--- src/rtl/seg7_display_driver.sv ---
// Four-digit common-anode MM.SS scanner. The digits are refreshed from a snapshot
// of minutes/seconds taken once per frame. In adjust mode the selected field blinks.
module seg7_display_driver #(
  parameter int REFRESH_DIV = 100000,
  parameter int BLINK_DIV   = 25000000
) (
  input  logic       clk,
  input  logic       arst_n,
  input  logic [5:0] minutes,
  input  logic [5:0] seconds,
  input  logic       adj,
  input  logic       sel,
  output logic [3:0] an,
  output logic [7:0] seg
);

  localparam int RW = (REFRESH_DIV > 1) ? $clog2(REFRESH_DIV) : 1;
  localparam int BW = (BLINK_DIV > 1) ? $clog2(BLINK_DIV) : 1;
  localparam logic [RW-1:0] R_LAST = RW'(REFRESH_DIV - 1);
  localparam logic [BW-1:0] B_LAST = BW'(BLINK_DIV - 1);

  logic [RW-1:0] r_rcnt;
  logic [1:0]    r_idx;
  logic [5:0]    r_snap_m;
  logic [5:0]    r_snap_s;
  logic [BW-1:0] r_bcnt;
  logic          r_bphase;
  logic [3:0]    r_an;
  logic [7:0]    r_seg;

  logic          w_tick;
  logic [5:0]    w_field;
  logic          w_dash;
  logic [3:0]    w_digit;
  logic [6:0]    w_cath;
  logic          w_blank;
  logic [3:0]    w_an_nxt;
  logic [7:0]    w_seg_nxt;

  assign w_tick = (r_rcnt == R_LAST);

  // Slots 0/1 show seconds, slots 2/3 show minutes; odd slots are the tens digit.
  assign w_field = r_idx[1] ? r_snap_m : r_snap_s;
  assign w_dash  = (w_field > 6'd59);
  assign w_digit = r_idx[0] ? 4'(w_field / 6'd10) : 4'(w_field % 6'd10);

  always_comb begin
    w_cath = 7'b0111111;
    if (!w_dash) begin
      case (w_digit)
        4'd0:    w_cath = 7'b1000000;
        4'd1:    w_cath = 7'b1111001;
        4'd2:    w_cath = 7'b0100100;
        4'd3:    w_cath = 7'b0110000;
        4'd4:    w_cath = 7'b0011001;
        4'd5:    w_cath = 7'b0010010;
        4'd6:    w_cath = 7'b0000010;
        4'd7:    w_cath = 7'b1111000;
        4'd8:    w_cath = 7'b0000000;
        4'd9:    w_cath = 7'b0010000;
        default: w_cath = 7'b0111111;
      endcase
    end
  end

  // sel=1 blinks the seconds slots (idx[1]=0), sel=0 the minutes slots (idx[1]=1).
  assign w_blank   = adj && r_bphase && (r_idx[1] != sel);
  assign w_an_nxt  = w_blank ? 4'b1111 : ~(4'b0001 << r_idx);
  assign w_seg_nxt = w_blank ? 8'hFF : {(r_idx != 2'd2), w_cath};

  always_ff @(posedge clk or negedge arst_n) begin
    if (!arst_n) begin
      r_rcnt   <= '0;
      r_idx    <= 2'd0;
      r_snap_m <= 6'd0;
      r_snap_s <= 6'd0;
    end else begin
      r_rcnt <= w_tick ? '0 : r_rcnt + 1'b1;
      if (w_tick) begin
        r_idx <= r_idx + 2'd1;
        if (r_idx == 2'd3) begin
          r_snap_m <= minutes;
          r_snap_s <= seconds;
        end
      end
    end
  end

  always_ff @(posedge clk or negedge arst_n) begin
    if (!arst_n) begin
      r_bcnt   <= '0;
      r_bphase <= 1'b0;
    end else if (!adj) begin
      r_bcnt   <= '0;
      r_bphase <= 1'b0;
    end else if (r_bcnt == B_LAST) begin
      r_bcnt   <= '0;
      r_bphase <= ~r_bphase;
    end else begin
      r_bcnt <= r_bcnt + 1'b1;
    end
  end

  always_ff @(posedge clk or negedge arst_n) begin
    if (!arst_n) begin
      r_an  <= 4'b1111;
      r_seg <= 8'hFF;
    end else begin
      r_an  <= w_an_nxt;
      r_seg <= w_seg_nxt;
    end
  end

  assign an  = r_an;
  assign seg = r_seg;

endmodule

--- config.mk ---
export PLATFORM = sky130hd
export DESIGN_NAME = seg7_display_driver
export DESIGN_NICKNAME = d
export VERILOG_FILES = /design/src/rtl/seg7_display_driver.sv
export SDC_FILE = /design/constraint.sdc
export NUM_CORES = 1
export LEC_CHECK = 0
export CAP_MARGIN = 5
export CORE_MARGIN = 5
export CORE_UTILIZATION = 40
export CTS_CLUSTER_DIAMETER = 150
export DETAILED_ROUTE_END_ITERATION = 8
export SLEW_MARGIN = 10
export SYNTH_ARGS = -nofsm -noshare
export SYNTH_HDL_FRONTEND = slang
export SYNTH_SLANG_ARGS = --single-unit
export TNS_END_PERCENT = 50
--- constraint.sdc ---
create_clock -name clk -period 3.44 [get_ports clk]
set_input_delay 0.688 -clock clk [delete_from_list [all_inputs] [get_ports clk]]
set_output_delay 0.688 -clock clk [all_outputs]
set_load 0.005 [all_outputs]
==> results.tsv, run 1 <==
metric	value	unit
status	finished clean	
postSynthAreaPerCell	10.77	sq um
mostFrequentLayoutCell	dfrtp_1	
root_buffer	clkbuf_8	
critPathCaptureType	flop	
r2r_start	r_idx[1]	
ir_worst_vdd	0.1657	mV
syn_to_final_growth	16.45	%
synth-xor-area-share	8.822	%
place_congestion	0.9254	
ys_ff_latch	68	
rrSetupSlack	0.26	ns
cts_tree	built	
crit_fanout	7	
layout-drive-gt1-share	17.59	%
p_per_area	400.7	mW/mm^2
finalMaxSlewViolations	0	
seq_area_frac_synth	46.70	%
ys.flop_type	dfrtp_1	
die_w	105.8	um
synth_simple_gate_area_share	18.80	%
n_antenna_cell	0	
gr-usage-all-layers	12.74	%
hold_viol	0	
drc	0	
fin_ws	0.2588	ns
maxCapViolCount	0	
synth_top_family_by_area	simple AND/OR/NAND/NOR gates	
skew	0.005800	ns
grt_setup_unrepaired	false	
start_kind	flop	
drtIter0Drc	73	
wl_per_cell	13.82	um
overflow	0	
mostFrequentLayoutCells	dfrtp_1, nor2_1, clkdlybuf4s50_1, xor2_1, nand2_1	
required	3.69	ns
relSlewSlack	45.25	%
core-area	0.009109	sq mm
synth_cells	341	
tns	0	ns
period_minus_slack	3.181	ns
port_buffers	27	
fill_cells	846	
power_leakage	1.844	nW
muxShareOfSynthArea	8.719	%
r2r_end	seg[3]	
tightestPinTransition	0.8213	ns
path_cells	mux2_4 -> inv_2 -> ha_1 -> a21oi_1 -> a2111oi_2 -> o21ai_0 -> nand3_1 -> a21oi_2 -> a21oi_2 -> ha_1 -> and2_1 -> o31ai_1	
syn-num-nets	369	
viasPerCell	5.175	
cts_hold_buf	0	
grt_pass1_vias	2469	
clkTransAtPathRegs	0.07	ns
total_power	1.714	mW
place_ws	0.1872	ns
final_antenna_net_count	0	
antenna_found_initial	0	
cts_sinks	68	
nNetsFinal	404	
min_path_type	reg -> reg	
design.portCount	28	
cts_max_level	3	
firstDrtPassIters	4	
cts_buffers	9	
synth-compound-area-share	9.809	%
rows	35	
start_util	40.33	%
synth.distinct_cells	62	
endpoint	seg[3]	
hold_slack	0.4782	ns
fmax	314.3	MHz
clock_latency	0.33	ns
clk_path_buf_depth	2	
synth_edf_count	0	
crit_arrival	3.43	ns
synthAdderAreaFrac	4.087	%
crit_path_max_incr_delay	0.48	ns
ys_async_sr_fraction	100.0	%
crit_start	r_idx[1]	
worst-r2r-cell-count	12	
setup_violations	0	
grt_start_max_net_pins	69	
cp_slowest_cell	dfrtp_1	
totalWireLength	6798	um
vias	2546	
dp_hpwl	4835	um
synth_warnings	0	
die_h	105.8	um
die_area	0.01120	sq mm
grt_pass1_wl	11560	um
critPathKind	reg -> reg	
syn_area	0.003674	sq mm
post-route-period-util	92.48	%
[power breakdown]
| part | switching (mW) | internal [mW] | total [mW] |
|---|---|---|---|
| sequential | 0.0137 | 0.835 | 0.849 |
| clock | 0.295 | 0.372 | 0.667 |
| combinational | 0.0988 | 0.0998 | 0.199 |
| total | 0.407 | 1.31 | 1.71 |
[logic make-up (layout without fill, tap and decap cells)]
| group | Yosys count | after routing |
|---|---|---|
| AOI/OAI and AO/OA | 45 | 45 |
| xor gates and xnor gates | 37 | 37 |
| adders and majority gates | 12 | 12 |
| buffers and inverters | 21 | 61 |
| DFF | 68 | 68 |
| muxes | 23 | 23 |
| and+or+nand+nor | 135 | 135 |
[routing by layer]
metal | vias to the layer above | share of wire, % | global-route usage (%)
li1 | 1278 | - | -
met1 | 1213 | 51 | 17.62
met2 | 42 | 43 | 18.58
met3 | 13 | 3.7 | 3.246
met4 | 0 | 2.1 | 6.013
met5 | - | 0 | 0
[through the flow]
stage | util, % | std cells | area, sq um
2_1_floorplan | - | 341 | 3674
3_3_place_gp | 44.55 | 476 | 4058
3_5_place_dp | 44.55 | 476 | 4058
4_1_cts | 46.77 | 492 | 4260
5_1_grt | 46.96 | 492 | 4278
6_report | 46.96 | 492 | 4278
[cell type report]
class / count / area [sq um] / area share [%]
clock buffer: 12 / 155.1 / 3.627
clock inverter: 4 / 47.55 / 1.111
inverter: 12 / 47.55 / 1.111
multi-input combinational: 252 / 1863 / 43.55
sequential: 68 / 1715 / 40.10
tap: 111 / 138.9 / 3.247
timing repair buffer: 33 / 310.3 / 7.254
[synth_stat cells, types with 2 or more instances]
library cell	number	share of area, %
mux2_4	11	4.5
o21ai_0	4	0.54
xor2_1	24	5.7
clkbuf_1	4	0.41
buf_6	2	0.61
dfrtp_1	57	39
and4_1	4	0.95
nand3_1	20	2.7
mux2_2	3	0.92
a211oi_1	3	0.61
o211ai_1	2	0.41
ha_1	12	4.1
nor2_1	43	4.4
mux2_1	2	0.61
and2_1	3	0.51
nor4_1	3	0.51
mux2i_1	4	1.1
a21oi_1	9	1.2
nor3_1	4	0.54
and3_1	6	1.0
a211oi_2	2	0.68
or2_1	2	0.34
nand2b_1	3	0.51
nand2_1	21	2.1
mux2i_4	2	1.2
or4b_1	2	0.54
o21ai_1	6	0.82
a221oi_1	2	0.48
o31ai_2	2	0.68
or3_1	3	0.51
dfstp_2	11	7.9
nor2b_1	3	0.51
nand4_1	10	1.7
inv_1	10	1.0
o31ai_1	3	0.61
xnor2_1	13	3.1
[how the worst min path moves through the flow]
stage	from	to	slack [ns]	cells past startpoint
2_1_floorplan	arst_n	r_bcnt[0]	0.39	0
3_3_place_gp	r_rcnt[4]	r_rcnt[4]	0.46	1
3_5_place_dp	r_rcnt[4]	r_rcnt[4]	0.47	1
4_1_cts	r_rcnt[4]	r_rcnt[4]	0.48	1
5_1_grt	r_rcnt[4]	r_rcnt[4]	0.50	1
6_report	r_rcnt[4]	r_rcnt[4]	0.48	1
[sequential cells by signal, indices dropped and copies added, names as in the netlist]
name      count
r_bcnt       25
r_rcnt       17
seg           7
r_snap_m      6
r_snap_s      6
an            4
r_idx         2
r_bphase      1
[critical path: cells and delay by family, from the launching register on]
kind | cells | cell delay (ns)
multiplexers | 1 | 0.37
AO/OA/AOI/OAI | 6 | 1.26
buffers and inverters | 1 | 0.11
adder cells (fa/ha/maj) | 2 | 0.54
AND/OR/NAND/NOR | 2 | 0.35
flip-flops | 1 | 0.48
[timing repair]
action	CTS	global route
setup buffers	0	0
gates resized for setup	0	3
setup endpoints to repair	0	6
(Power assumes the default switching activity.)
==> inputs of run 2 (changes only) <==
Settings changed: REMOVE_ABC_BUFFERS set to 1.
==> run 2 against run 1 <==
Net effect: die area is the same; maximum frequency decreased by 0.59%; utilization decreased by 0.45 points; setup slack worse by 0.019 ns; hold slack about the same; clock power down 14%; power is 5.5% lower; critical endpoint is now seg[4].
==> results.tsv, run 2 (same netlist as run 1, synthesis figures left out) <==
metric	value	unit	change
status	finished clean		unchanged
post-cts-setup-buffer-count	0		unchanged
skew	0.01134	ns	was 0.005800 ns
cts_sinks	68		unchanged
top_register	r_bcnt		unchanged
r2r_start	r_idx[1]		unchanged
cts_max_level	3		unchanged
finalMaxSlewViolations	0		unchanged
crit_arrival	3.44	ns	was 3.43 ns
firstDrtPassIters	4		unchanged
design.portCount	28		unchanged
min_from	r_rcnt[4]		unchanged
overflow	0		unchanged
viasPerCell	5.165		was 5.175
min_path_type	reg -> reg		unchanged
rrSetupSlack	0.24	ns	was 0.26 ns
drtIter0Drc	76		was 73
root_buffer	clkbuf_8		unchanged
maxCapViolCount	0		unchanged
path_buf_inv	3		was 1
clk_path_buf_depth	2		unchanged
post-route-period-util	93.03	%	was 92.48%
critPathKind	reg -> reg		unchanged
cts_hold_buf	0		unchanged
fmax	312.5	MHz	was 314.3 MHz
syn_to_final_growth	15.33	%	was 16.45%
core-area	0.009109	sq mm	unchanged
critPathCaptureType	flop		unchanged
n_antenna_cell	0		unchanged
mostFrequentLayoutCells	dfrtp_1, nor2_1, clkdlybuf4s50_1, xor2_1, nand2_1		unchanged
gr-usage-all-layers	13.29	%	was 12.74%
dp_hpwl	4970	um	was 4835 um
grt_pass1_vias	2554		was 2469
start_util	40.33	%	unchanged
cts_tree	built		unchanged
layout-drive-gt1-share	17.32	%	was 17.59%
clkTransAtPathRegs	0.07	ns	about the same
required	3.68	ns	was 3.69 ns
path_cells	mux2i_4 -> inv_4 -> ha_1 -> a211oi_1 -> a2111oi_2 -> o21ai_1 -> nand3_1 -> a21oi_2 -> a21oi_2 -> inv_1 -> ha_1 -> inv_1 -> a221oi_1 -> a32oi_1		was mux2_4 -> inv_2 -> ha_1 -> a21oi_1 -> a2111oi_2 -> o21ai_0 -> nand3_1 -> a21oi_2 -> a21oi_2 -> ha_1 -> and2_1 -> o31ai_1
setup_violations	0		unchanged
mostFrequentLayoutCell	dfrtp_1		unchanged
p_per_area	382.5	mW/mm^2	was 400.7 mW/mm^2
placed_cells	476		unchanged
utilization	46.51	%	was 46.96%
power_leakage	1.821	nW	was 1.844 nW
nNetsFinal	404		unchanged
vias	2541		was 2546
port_buffers	27		unchanged
post_cts_resized	0		unchanged
totalWireLength	6861	um	was 6798 um
drc	0		unchanged
die_area	0.01120	sq mm	unchanged
tightestPinTransition	0.8294	ns	was 0.8213 ns
die_h	105.8	um	unchanged
crit_fanout	9		was 7
largest_reg_flops	25		unchanged
cp_slowest_cell	dfrtp_1		unchanged
antenna_found_initial	0		unchanged
ir_worst_vdd	0.1986	mV	was 0.1657 mV
crit_start	r_idx[1]		unchanged
cts_buffers	9		unchanged
grt_pass1_wl	12070	um	was 11560 um
period_minus_slack	3.200	ns	was 3.181 ns
place_congestion	0.8706		was 0.9254
final_antenna_net_count	0		unchanged
die_w	105.8	um	unchanged
crit_family	compound AO/OA/AOI/OAI gates		unchanged
stdcell_count	492		unchanged
hold_viol	0		unchanged
rows	35		unchanged
crit_path_max_incr_delay	0.44	ns	was 0.48 ns
clock_latency	0.34	ns	was 0.33 ns
start_kind	flop		unchanged
wl_per_cell	13.95	um	was 13.82 um
grt_start_max_net_pins	69		unchanged
relSlewSlack	44.71	%	was 45.25%
-- run 2: changes by cell type in the layout (fill, tap and decap cells not counted), sizes merged --
cell,change
bufinv,-1
clkinv,+1
-- run 2: cell type report --
cell class	count	area [sq um]
Inverter	12	47.55
Clock buffer	12	145.1
Fill cell	872	4872
Sequential cell	68	1715
Timing Repair Buffer	33	310.3
Multi-Input combinational cell	252	1853
Tap cell	111	138.9
Clock inverter	4	26.28
-- run 2: worst reg2reg max path, delay by kind of cell (launching register included) --
| kind | cells | cell delay, ns |
|---|---|---|
| buffers and inverters | 3 | 0.26 |
| AOI/OAI and AO/OA | 7 | 1.46 |
| DFF | 1 | 0.44 |
| muxes | 1 | 0.29 |
| and+or+nand+nor | 1 | 0.25 |
| adders and majority gates | 2 | 0.43 |
-- run 2: routing by layer --
| metal | up-vias | part of all wire [%] | wire [um] | track usage (%) |
|---|---|---|---|---|
| met4 | 0 | 1.3 | 86 | 4.440 |
| met3 | 9 | 3.4 | 235 | 4.042 |
| met2 | 36 | 46 | 3154 | 19.85 |
| li1 | 1281 | - | - | - |
| met1 | 1215 | 49 | 3385 | 18.35 |
| met5 | - | 0 | 0 | 0 |
-- run 2: worst paths after layout --
check / endpoint / cells after the start
setup / recovery: seg[4] / 14
hold / removal: r_rcnt[4] / 1
setup reg to reg: seg[4] / 14
hold reg to reg: r_rcnt[4] / 1
max in group asynchronous: r_rcnt[2] / 2
min in group asynchronous: r_snap_m[1] / 2
-- run 2: report_power, final --
group          switching [mW]  leakage, nW  internal, mW  total [mW]
Combinational          0.0981        0.868        0.0992       0.197
Clock                   0.293       0.0863         0.280       0.574
Sequential             0.0141        0.867         0.835       0.849
Total                   0.406         1.82          1.21        1.62
-- run 2: through the flow --
step | hold slack (ns) | TNS, ns | setup slack [ns] | total power [mW] | area, sq um
floorplan | 0.3924 | -0.1276 | -0.06660 | 0.9703 | 3608
global placement | 0.4611 | 0 | 0.2577 | 1.059 | 4058
CTS | 0.4802 | 0 | 0.09640 | 1.650 | 4229
detailed placement | 0.4679 | 0 | 0.1080 | 1.062 | 4058
global route | 0.5189 | -0.01491 | -0.007829 | 1.706 | 4237
finish | 0.4784 | 0 | 0.2399 | 1.620 | 4237
